$ cat src/rtl/runahead_controller_if.sv
// Core-side bundle for the runahead controller: miss/refill/decode inputs and
// the decoder, register-file, fetch and hazard-facing outputs.
interface runahead_controller_if #(
    parameter int unsigned ADDR_WIDTH = 32,
    parameter int unsigned CNT_WIDTH  = 16
);
    logic                  ra_enable;
    logic                  mem_load_miss;
    logic [ADDR_WIDTH-1:0] mem_load_pc;
    logic                  mem_miss_done;
    logic                  dec_load;
    logic                  runahead_mode;
    logic                  stall_release;
    logic                  checkpoint_save;
    logic                  checkpoint_restore;
    logic                  pipeline_flush;
    logic                  redirect_valid;
    logic [ADDR_WIDTH-1:0] redirect_pc;
    logic [CNT_WIDTH-1:0]  ra_entries;
    logic [CNT_WIDTH-1:0]  ra_loads;

    modport master (
        output ra_enable, mem_load_miss, mem_load_pc, mem_miss_done, dec_load,
        input  runahead_mode, stall_release, checkpoint_save, checkpoint_restore,
               pipeline_flush, redirect_valid, redirect_pc, ra_entries, ra_loads
    );

    modport slave (
        input  ra_enable, mem_load_miss, mem_load_pc, mem_miss_done, dec_load,
        output runahead_mode, stall_release, checkpoint_save, checkpoint_restore,
               pipeline_flush, redirect_valid, redirect_pc, ra_entries, ra_loads
    );
endinterface

$ cat src/rtl/runahead_controller.sv
// Runahead sequencer: checkpoints on a D-cache load miss, pre-executes while the
// refill is outstanding, then flushes, restores and redirects fetch to the load.
module runahead_controller #(
    parameter int unsigned ADDR_WIDTH    = 32,
    parameter int unsigned MAX_RA_CYCLES = 256,
    parameter int unsigned CNT_WIDTH     = 16
) (
    input  logic                 clk,
    input  logic                 rst_n,
    runahead_controller_if.slave bus
);
    localparam int unsigned    TW     = (MAX_RA_CYCLES > 1) ? $clog2(MAX_RA_CYCLES) : 1;
    localparam logic [TW-1:0]  T_LAST = TW'(MAX_RA_CYCLES - 1);

    typedef enum logic [2:0] {NORMAL, ENTER, RUNAHEAD, EXIT, WAIT} state_t;

    state_t                state;
    state_t                state_next;
    logic [TW-1:0]         ra_cnt;
    logic                  done_seen;
    logic [ADDR_WIDTH-1:0] ckpt_pc;
    logic [CNT_WIDTH-1:0]  entries_q;
    logic [CNT_WIDTH-1:0]  loads_q;
    logic                  mode_q;
    logic                  stall_q;
    logic                  save_q;
    logic                  restore_q;
    logic                  flush_q;
    logic                  rvalid_q;

    always_comb begin
        state_next = state;
        case (state)
            NORMAL:   if (bus.ra_enable && bus.mem_load_miss && !bus.mem_miss_done)
                          state_next = ENTER;
            ENTER:    state_next = RUNAHEAD;
            RUNAHEAD: if (bus.mem_miss_done || done_seen || (ra_cnt == T_LAST) || !bus.ra_enable)
                          state_next = EXIT;
            EXIT:     state_next = (done_seen || bus.mem_miss_done) ? NORMAL : WAIT;
            WAIT:     if (bus.mem_miss_done) state_next = NORMAL;
            default:  state_next = NORMAL;
        endcase
    end

    // Outputs are decoded from the next state so they line up with the state register.
    always_ff @(posedge clk or negedge rst_n) begin
        if (!rst_n) begin
            state     <= NORMAL;
            ra_cnt    <= '0;
            done_seen <= 1'b0;
            ckpt_pc   <= '0;
            entries_q <= '0;
            loads_q   <= '0;
            mode_q    <= 1'b0;
            stall_q   <= 1'b0;
            save_q    <= 1'b0;
            restore_q <= 1'b0;
            flush_q   <= 1'b0;
            rvalid_q  <= 1'b0;
        end else begin
            state <= state_next;
            case (state)
                NORMAL: begin
                    if (state_next == ENTER) begin
                        ckpt_pc   <= bus.mem_load_pc;
                        entries_q <= entries_q + CNT_WIDTH'(1);
                        done_seen <= 1'b0;
                    end
                end
                ENTER: begin
                    ra_cnt <= '0;
                    if (bus.mem_miss_done) done_seen <= 1'b1;
                end
                RUNAHEAD: begin
                    ra_cnt <= ra_cnt + TW'(1);
                    if (bus.dec_load)      loads_q   <= loads_q + CNT_WIDTH'(1);
                    if (bus.mem_miss_done) done_seen <= 1'b1;
                end
                EXIT: begin
                    if (bus.mem_miss_done) done_seen <= 1'b1;
                end
                default: ;
            endcase
            mode_q    <= (state_next == ENTER) || (state_next == RUNAHEAD) || (state_next == EXIT);
            stall_q   <= (state_next == RUNAHEAD);
            save_q    <= (state_next == ENTER);
            restore_q <= (state_next == EXIT);
            flush_q   <= (state_next == EXIT);
            rvalid_q  <= (state_next == EXIT);
        end
    end

    assign bus.runahead_mode      = mode_q;
    assign bus.stall_release      = stall_q;
    assign bus.checkpoint_save    = save_q;
    assign bus.checkpoint_restore = restore_q;
    assign bus.pipeline_flush     = flush_q;
    assign bus.redirect_valid     = rvalid_q;
    assign bus.redirect_pc        = ckpt_pc;
    assign bus.ra_entries         = entries_q;
    assign bus.ra_loads           = loads_q;
endmodule

$ cat src/flat_wrapper.sv
// flat-port wrapper written by rule: the top's interface ports become plain ports
module runahead_controller_flat 
#(
    parameter int unsigned ADDR_WIDTH    = 32,
    parameter int unsigned MAX_RA_CYCLES = 256,
    parameter int unsigned CNT_WIDTH     = 16
)
  (clk, rst_n, bus_ra_enable, bus_mem_load_miss, bus_mem_load_pc, bus_mem_miss_done, bus_dec_load, bus_runahead_mode, bus_stall_release, bus_checkpoint_save, bus_checkpoint_restore, bus_pipeline_flush, bus_redirect_valid, bus_redirect_pc, bus_ra_entries, bus_ra_loads);
  runahead_controller_if #(.ADDR_WIDTH(ADDR_WIDTH), .CNT_WIDTH(CNT_WIDTH)) bus_i ();
  input  logic clk;
  input  logic rst_n;
  input wire logic [$bits(bus_i.ra_enable)-1:0] bus_ra_enable;
  input wire logic [$bits(bus_i.mem_load_miss)-1:0] bus_mem_load_miss;
  input wire logic [$bits(bus_i.mem_load_pc)-1:0] bus_mem_load_pc;
  input wire logic [$bits(bus_i.mem_miss_done)-1:0] bus_mem_miss_done;
  input wire logic [$bits(bus_i.dec_load)-1:0] bus_dec_load;
  output wire logic [$bits(bus_i.runahead_mode)-1:0] bus_runahead_mode;
  output wire logic [$bits(bus_i.stall_release)-1:0] bus_stall_release;
  output wire logic [$bits(bus_i.checkpoint_save)-1:0] bus_checkpoint_save;
  output wire logic [$bits(bus_i.checkpoint_restore)-1:0] bus_checkpoint_restore;
  output wire logic [$bits(bus_i.pipeline_flush)-1:0] bus_pipeline_flush;
  output wire logic [$bits(bus_i.redirect_valid)-1:0] bus_redirect_valid;
  output wire logic [$bits(bus_i.redirect_pc)-1:0] bus_redirect_pc;
  output wire logic [$bits(bus_i.ra_entries)-1:0] bus_ra_entries;
  output wire logic [$bits(bus_i.ra_loads)-1:0] bus_ra_loads;
  assign bus_i.ra_enable = bus_ra_enable;
  assign bus_i.mem_load_miss = bus_mem_load_miss;
  assign bus_i.mem_load_pc = bus_mem_load_pc;
  assign bus_i.mem_miss_done = bus_mem_miss_done;
  assign bus_i.dec_load = bus_dec_load;
  assign bus_runahead_mode = bus_i.runahead_mode;
  assign bus_stall_release = bus_i.stall_release;
  assign bus_checkpoint_save = bus_i.checkpoint_save;
  assign bus_checkpoint_restore = bus_i.checkpoint_restore;
  assign bus_pipeline_flush = bus_i.pipeline_flush;
  assign bus_redirect_valid = bus_i.redirect_valid;
  assign bus_redirect_pc = bus_i.redirect_pc;
  assign bus_ra_entries = bus_i.ra_entries;
  assign bus_ra_loads = bus_i.ra_loads;
  runahead_controller #(.ADDR_WIDTH(ADDR_WIDTH), .MAX_RA_CYCLES(MAX_RA_CYCLES), .CNT_WIDTH(CNT_WIDTH)) u_core (.clk(clk), .rst_n(rst_n), .bus(bus_i));
endmodule
$ cat config.mk
export PLATFORM = sky130hd
export DESIGN_NAME = runahead_controller_flat
export DESIGN_NICKNAME = d
export VERILOG_FILES = /design/src/rtl/runahead_controller_if.sv /design/src/rtl/runahead_controller.sv /design/src/flat_wrapper.sv
export SDC_FILE = /design/constraint.sdc
export NUM_CORES = 1
export LEC_CHECK = 0
export ABC_AREA = 1
export CAP_MARGIN = 20
export CORE_MARGIN = 5
export CORE_UTILIZATION = 47
export CTS_CLUSTER_DIAMETER = 50
export CTS_CLUSTER_SIZE = 14
export DETAILED_ROUTE_END_ITERATION = 12
export PLACE_DENSITY = 0.77
export SLEW_MARGIN = 25
export SYNTH_ARGS = -nofsm -noshare
export SYNTH_HDL_FRONTEND = slang
export SYNTH_SLANG_ARGS = --single-unit
$ cat constraint.sdc
create_clock -name clk -period 1.7 [get_ports clk]
set_input_delay 0.255 -clock clk [delete_from_list [all_inputs] [get_ports clk]]
set_output_delay 0.255 -clock clk [all_outputs]
set_load 0.05 [all_outputs]
; Word level (Yosys, flattened, before mapping)
; Cells that the tools add are included.
[totals]
input_bits = 38
output_inout_bits = 70
elab_cells = 48
latch_bits = 0
rom_bits = 0
register_bits = 80
mem_count = 0
mem_bits_rw = 0
[op_classes]
mux = 9
shift = 0
n_reduce_logical = 16
n_lt_le_gt_ge = 0
multipliers = 0
div_mod_pow = 0
add_sub_neg = 3
bitwise = 0
n_eq_ne = 10
[op_table]
columns = operator, count
row1 = "adder 16 x 1 -> 16 bit, second input constant", 2
row2 = case mux 8 bit (2 select lines), 1
row3 = case mux 3 bit (5 select lines), 1
row4 = "== test 3 x 2 -> 1 bit, second input constant", 4
row5 = 2-to-1 mux 3 bit, 4
row6 = "adder 8 x 1 -> 8 bit, second input constant", 1
row7 = "== test 8 bit, second input constant", 1
row8 = "== test 3 x 1 -> 1 bit, second input constant", 2
row9 = logical OR 1 bit, 5
row10 = "!= test 2 x 1 -> 1 bit, second input constant", 2
row11 = AND reduction 2 bit, 2
row12 = nonzero test 2 bit, 2
row13 = "== test 3 bit, second input constant", 1
row14 = logical NOT 3 bit, 1
row15 = AND reduction 3 bit, 1
row16 = OR reduction 3 bit, 1
row17 = logical AND 1 bit, 2
row18 = logical NOT 1 bit, 2
row19 = 2-to-1 mux 1 bit, 2
row20 = case mux 1 bit (2 select lines), 1

; Logic depth before layout (Yosys ltp)
[logic_depth]
ltp_word = 8
depth_mapped = 8
ltp_nobuf = 8

; Worst setup path before layout
; No wires, ideal clock.
[synth_path]
path_type = reg2reg
start = register u_core.loads_q[0], in the netlist u_core.bus.ra_loads[0]
end = register u_core.loads_q[8], in the netlist u_core.bus.ra_loads[8]
arrival_time_ns = 1.566
path_stages_with_launch = 8
path_slack_ns = 0.007
t_required_ns = 1.573
synth_period_minus_slack_ns = 1.693
n_path_buf = 0
setup_ns = 0.127
path_cell_list = dfrtp_1 ha_1 inv_1 nor2_1 nand2_1 xor2_1 nand2_1 o21ai_0
[synth_via]
elab_chain_cells = 1
[synth_rtl]
columns = element, line
row1 = start: declaration, runahead_controller.sv:23  ; logic [CNT_WIDTH-1:0] loads_q;
row2 = start signal: assignment, runahead_controller.sv:76  ; if (bus.dec_load) loads_q <= loads_q + CNT_WIDTH'(1);
row3 = adder 16 x 1 -> 16 bit, runahead_controller.sv:76
; Every way passes these cells.
; A chain may end at the register's enable or synchronous reset.

; Final worst setup path
; Ends and elaborated chain as after synthesis.

==> results.md <==
* Status: completed
* Iter 0 DRT Violations at 50
* Synthesized instance count at ~450
* Worst Hold Class: primary input to async pin
* Hold slack at roughly 350 ps
* H-Tree Depth at 3
* Initial Util at 0.4816
* Area taken by multi-input logic gates at around 0.0014 mm^2
* Crit start category: flip-flop
* Syn Nets at 493
* Max VDD drop at around 990 uV
* Routed len/inst at 12.38 um
* Switching portion of total power at 0.4865
* CORE AREA at just under 0.008 mm^2
* Power density over the cells at ~1900 mW/mm^2
* Clock sinks at 80
* Global-route usage over all layers at 0.1802
* Final setup fails at 0
* Static leakage at about 0.0025 uW
* Pre-CTS WS at 10.89 ps
* Clk pin slew, worst setup/hold paths at approximately 90 ps
* Yosys Warn Count at 0
* Unrepaired setup endpoints after global routing: false
* Worst-margin pin slew at approximately 340 ps
* N_diodes at 0
* RR Startpoint: u_core.bus.ra_loads[0]$_DFFE_PN0P_
* GP Congestion at 0.7976
* Worst-path fanout max at 7
* Drt drc at 0
* Avg Inst Size Synth at a little over 8 um^2
* Sw Pwr at around 4500 uW
* Max-slew headroom at 0.7703
* Number of global-route vias before repair at approximately 3.3k
* Flop pwr share at 0.337
* Top cells by area, synth: dfrtp_1 54%, nand2_1 21%, inv_1 3.6%, nor2_1 3.5%, xor2_1 2.4%
* Layout area overhead at 34.27%
* Worst path slowest cell: dfrtp_1
* Utilization after layout at 0.6466
* Reg area at approximately 0.002 mm^2
* Crit end category: flip-flop
* Setup TNS at 0 ps
* Fraction of layout cells with a size suffix above 1 at 0.1889
* Unique masters post-synth at 24
* Die footprint at a little under 0.01 mm^2
* Largest net degree at the start of global routing at 34
* Worst skew pair latency at 340 ps
* Worst path required time at around 1900 ps
* FF-to-FF End: u_core.bus.ra_loads[8]$_DFFE_PN0P_
* Die H at 98.76 um
* Crit Path Class: flip-flop to flip-flop
* Worst Reg-to-Reg Cells at 7
* Count of final hold-check violations at 0
* Worst stage delay on the critical path at 480 ps
* Worst setup margin at about 220 ps
* Crit share post-route at 0.8692
* Register area share after synthesis at 0.5407
* #FFs+latches synth at 80
* Dominant cell type by area after synthesis: dfrtp_1
* Fin. max-slew vios at 0
* CTS tree: yes
* Clock power share at 0.166
* CTS Buf Count at 9
* Worst-path cell chain: ha_1 -> inv_1 -> nor2_1 -> nand2_1 -> xor2_1 -> nand2_1 -> o21ai_0
* Fill cells at approximately 670
* Gate power share at 0.498
* Clock Skews at just under 9 ps
* Post-Synthesis Cell Area at 0.003702 mm^2
* Rows at 32
* GRT overflow at 0
* Area share of the largest cell type after synthesis at 0.5407
* Via density at ~4.8
* Worst R2R Setup Slack at ~220 ps
* Final Power at 9218 uW
* Max clock buf depth at 2
* Routed Antenna Nets at 0
* F_max at 0.6767 GHz
* Root Buffer: clkbuf_8
* Most frequent CP cell: nand2_1
* DR pass1 iterations at 4
* Nets at 613
* Port bufs at approximately 110
* Detailed Place HPWL at approximately 6600 um
* Via Count at 3247
* P_int at roughly 4700 uW
* Min Tclk post-route at ~1500 ps
* Antenna violations before repair at 0
* Die width at 98.76 um
* First-pass GRT wire length at 14730 um
* Max_cap viols at 0
* Routed Wire Length at around 8400 um
* Data arrival, critical path at between 1500 and 2000 ps
* Io pins at 108
-- critical path, delay by kind of cell, from the launching register on --
kind	cells	cell delay (ps)
flops	1	480
simple gates	3	340
buf+inv	1	60
xor+xnor	1	140
fa+ha+maj	1	280
compound gates	1	70
-- layout make-up --
type | count | area share
flip-flops and latches | 80 | 0.4027
repair buffers | 122 | 0.2079
multi-input cells | 322 | 0.2915
inverters | 37 | 0.02794
clock inverters | 6 | 0.01863
well taps | 102 | 0.02567
clock buffers | 10 | 0.02567
-- per-layer routing --
| metal | vias up | share of wire | GRT usage |
|---|---|---|---|
| met4 | 0 | 0.015 | 0.05882 |
| met5 | - | 0 | 0 |
| li1 | 1638 | - | - |
| met3 | 13 | 0.066 | 0.04600 |
| met1 | 1507 | 0.44 | 0.2346 |
| met2 | 89 | 0.48 | 0.2944 |
-- how the worst max path moves through the flow --
| stage | startpoint | end | slack (ps) | depth (start not counted) |
|---|---|---|---|---|
| after global placement | bus_ra_enable | u_core.bus.redirect_pc[1]$_DFFE_PN0P_ | 60 | 7 |
| after detailed placement | bus_ra_enable | u_core.bus.ra_entries[15]$_DFFE_PN0P_ | 10 | 8 |
| after CTS | u_core.bus.ra_loads[0]$_DFFE_PN0P_ | u_core.bus.ra_loads[8]$_DFFE_PN0P_ | 220 | 7 |
| after floorplan | u_core.bus.ra_loads[0]$_DFFE_PN0P_ | u_core.bus.ra_loads[8]$_DFFE_PN0P_ | 7 | 7 |
| after global routing | u_core.bus.ra_entries[1]$_DFFE_PN0P_ | u_core.bus.ra_entries[14]$_DFFE_PN0P_ | 50 | 8 |
| final | u_core.bus.ra_loads[0]$_DFFE_PN0P_ | u_core.bus.ra_loads[8]$_DFFE_PN0P_ | 220 | 7 |
-- timing repair --
item | CTS | global route
gates resized for setup | 0 | 0
hold endpoints to repair | 25 | 0
setup buffers | 0 | 0
hold buffers | 1 | 0
-- power groups by stage --
stage	registers (uW)	logic (uW)	clock network (uW)
after floorplan	5100	1130	0
after global placement	3120	4570	0
after detailed placement	3120	4640	0
after CTS	3110	4640	1560
after global routing	3210	4890	1650
final	3100	4590	1530
-- placed cells by master (no fill, tap or decap), types with 2 or more instances in the layout --
cell               n
nor2_1            35
clkinvlp_4         2
ha_1               3
nor3_1             2
xor2_1            10
clkbuf_8           9
buf_12             2
nand3_1           15
xnor2_1            8
dfrtp_1           80
clkdlybuf4s50_1   36
o21ai_0           16
a21oi_1            5
inv_1             36
nand4_1           11
buf_4             83
bufinv_16          2
nor2_2             6
o22ai_1            2
nand2_1          203
-- state kept, by name, indices dropped and copies added (netlist names) --
| register | flops |
|---|---|
| u_core.bus.redirect_pc | 32 |
| u_core.bus.runahead_mode | 1 |
| u_core.bus.checkpoint_restore | 1 |
| u_core.ra_cnt | 8 |
| u_core.bus.ra_entries | 16 |
| u_core.bus.ra_loads | 16 |
| u_core.state | 3 |
| u_core.done_seen | 1 |
| u_core.bus.checkpoint_save | 1 |
| u_core.bus.stall_release | 1 |
-- cells by family (layout without fill, tap and decap cells) --
| family | after synthesis | in the layout | synth area share |
|---|---|---|---|
| buf+inv | 50 | 175 | 0.06793 |
| compound gates | 26 | 26 | 0.03785 |
| flops | 80 | 80 | 0.5407 |
| simple gates | 275 | 275 | 0.3008 |
| xor+xnor | 18 | 18 | 0.04258 |
| fa+ha+maj | 3 | 3 | 0.01014 |
-- through the flow --
| step | area (um^2) | cells |
|---|---|---|
| 4_1_cts | 4971 | 679 |
| 6_report | 4971 | 679 |
| 3_3_place_gp | 4741 | 662 |
| 5_1_grt | 4971 | 679 |
| 3_5_place_dp | 4741 | 662 |
| 2_1_floorplan | 3702 | 452 |
-- synth_stat cells, drive strengths merged --
| cell | count |
|---|---|
| nand3b | 1 |
| nor2 | 42 |
| inv | 37 |
| xor2 | 10 |
| a21oi | 5 |
| dfrtp | 80 |
| nand4 | 11 |
| o22ai | 2 |
| a22o | 1 |
| nand3 | 16 |
| nor3 | 2 |
| o21ai | 16 |
| buf | 13 |
| nand2 | 203 |
| ha | 3 |
| xnor2 | 8 |
| o31ai | 1 |
| a31oi | 1 |
Note: power is estimated with default switching activity, not from simulation.
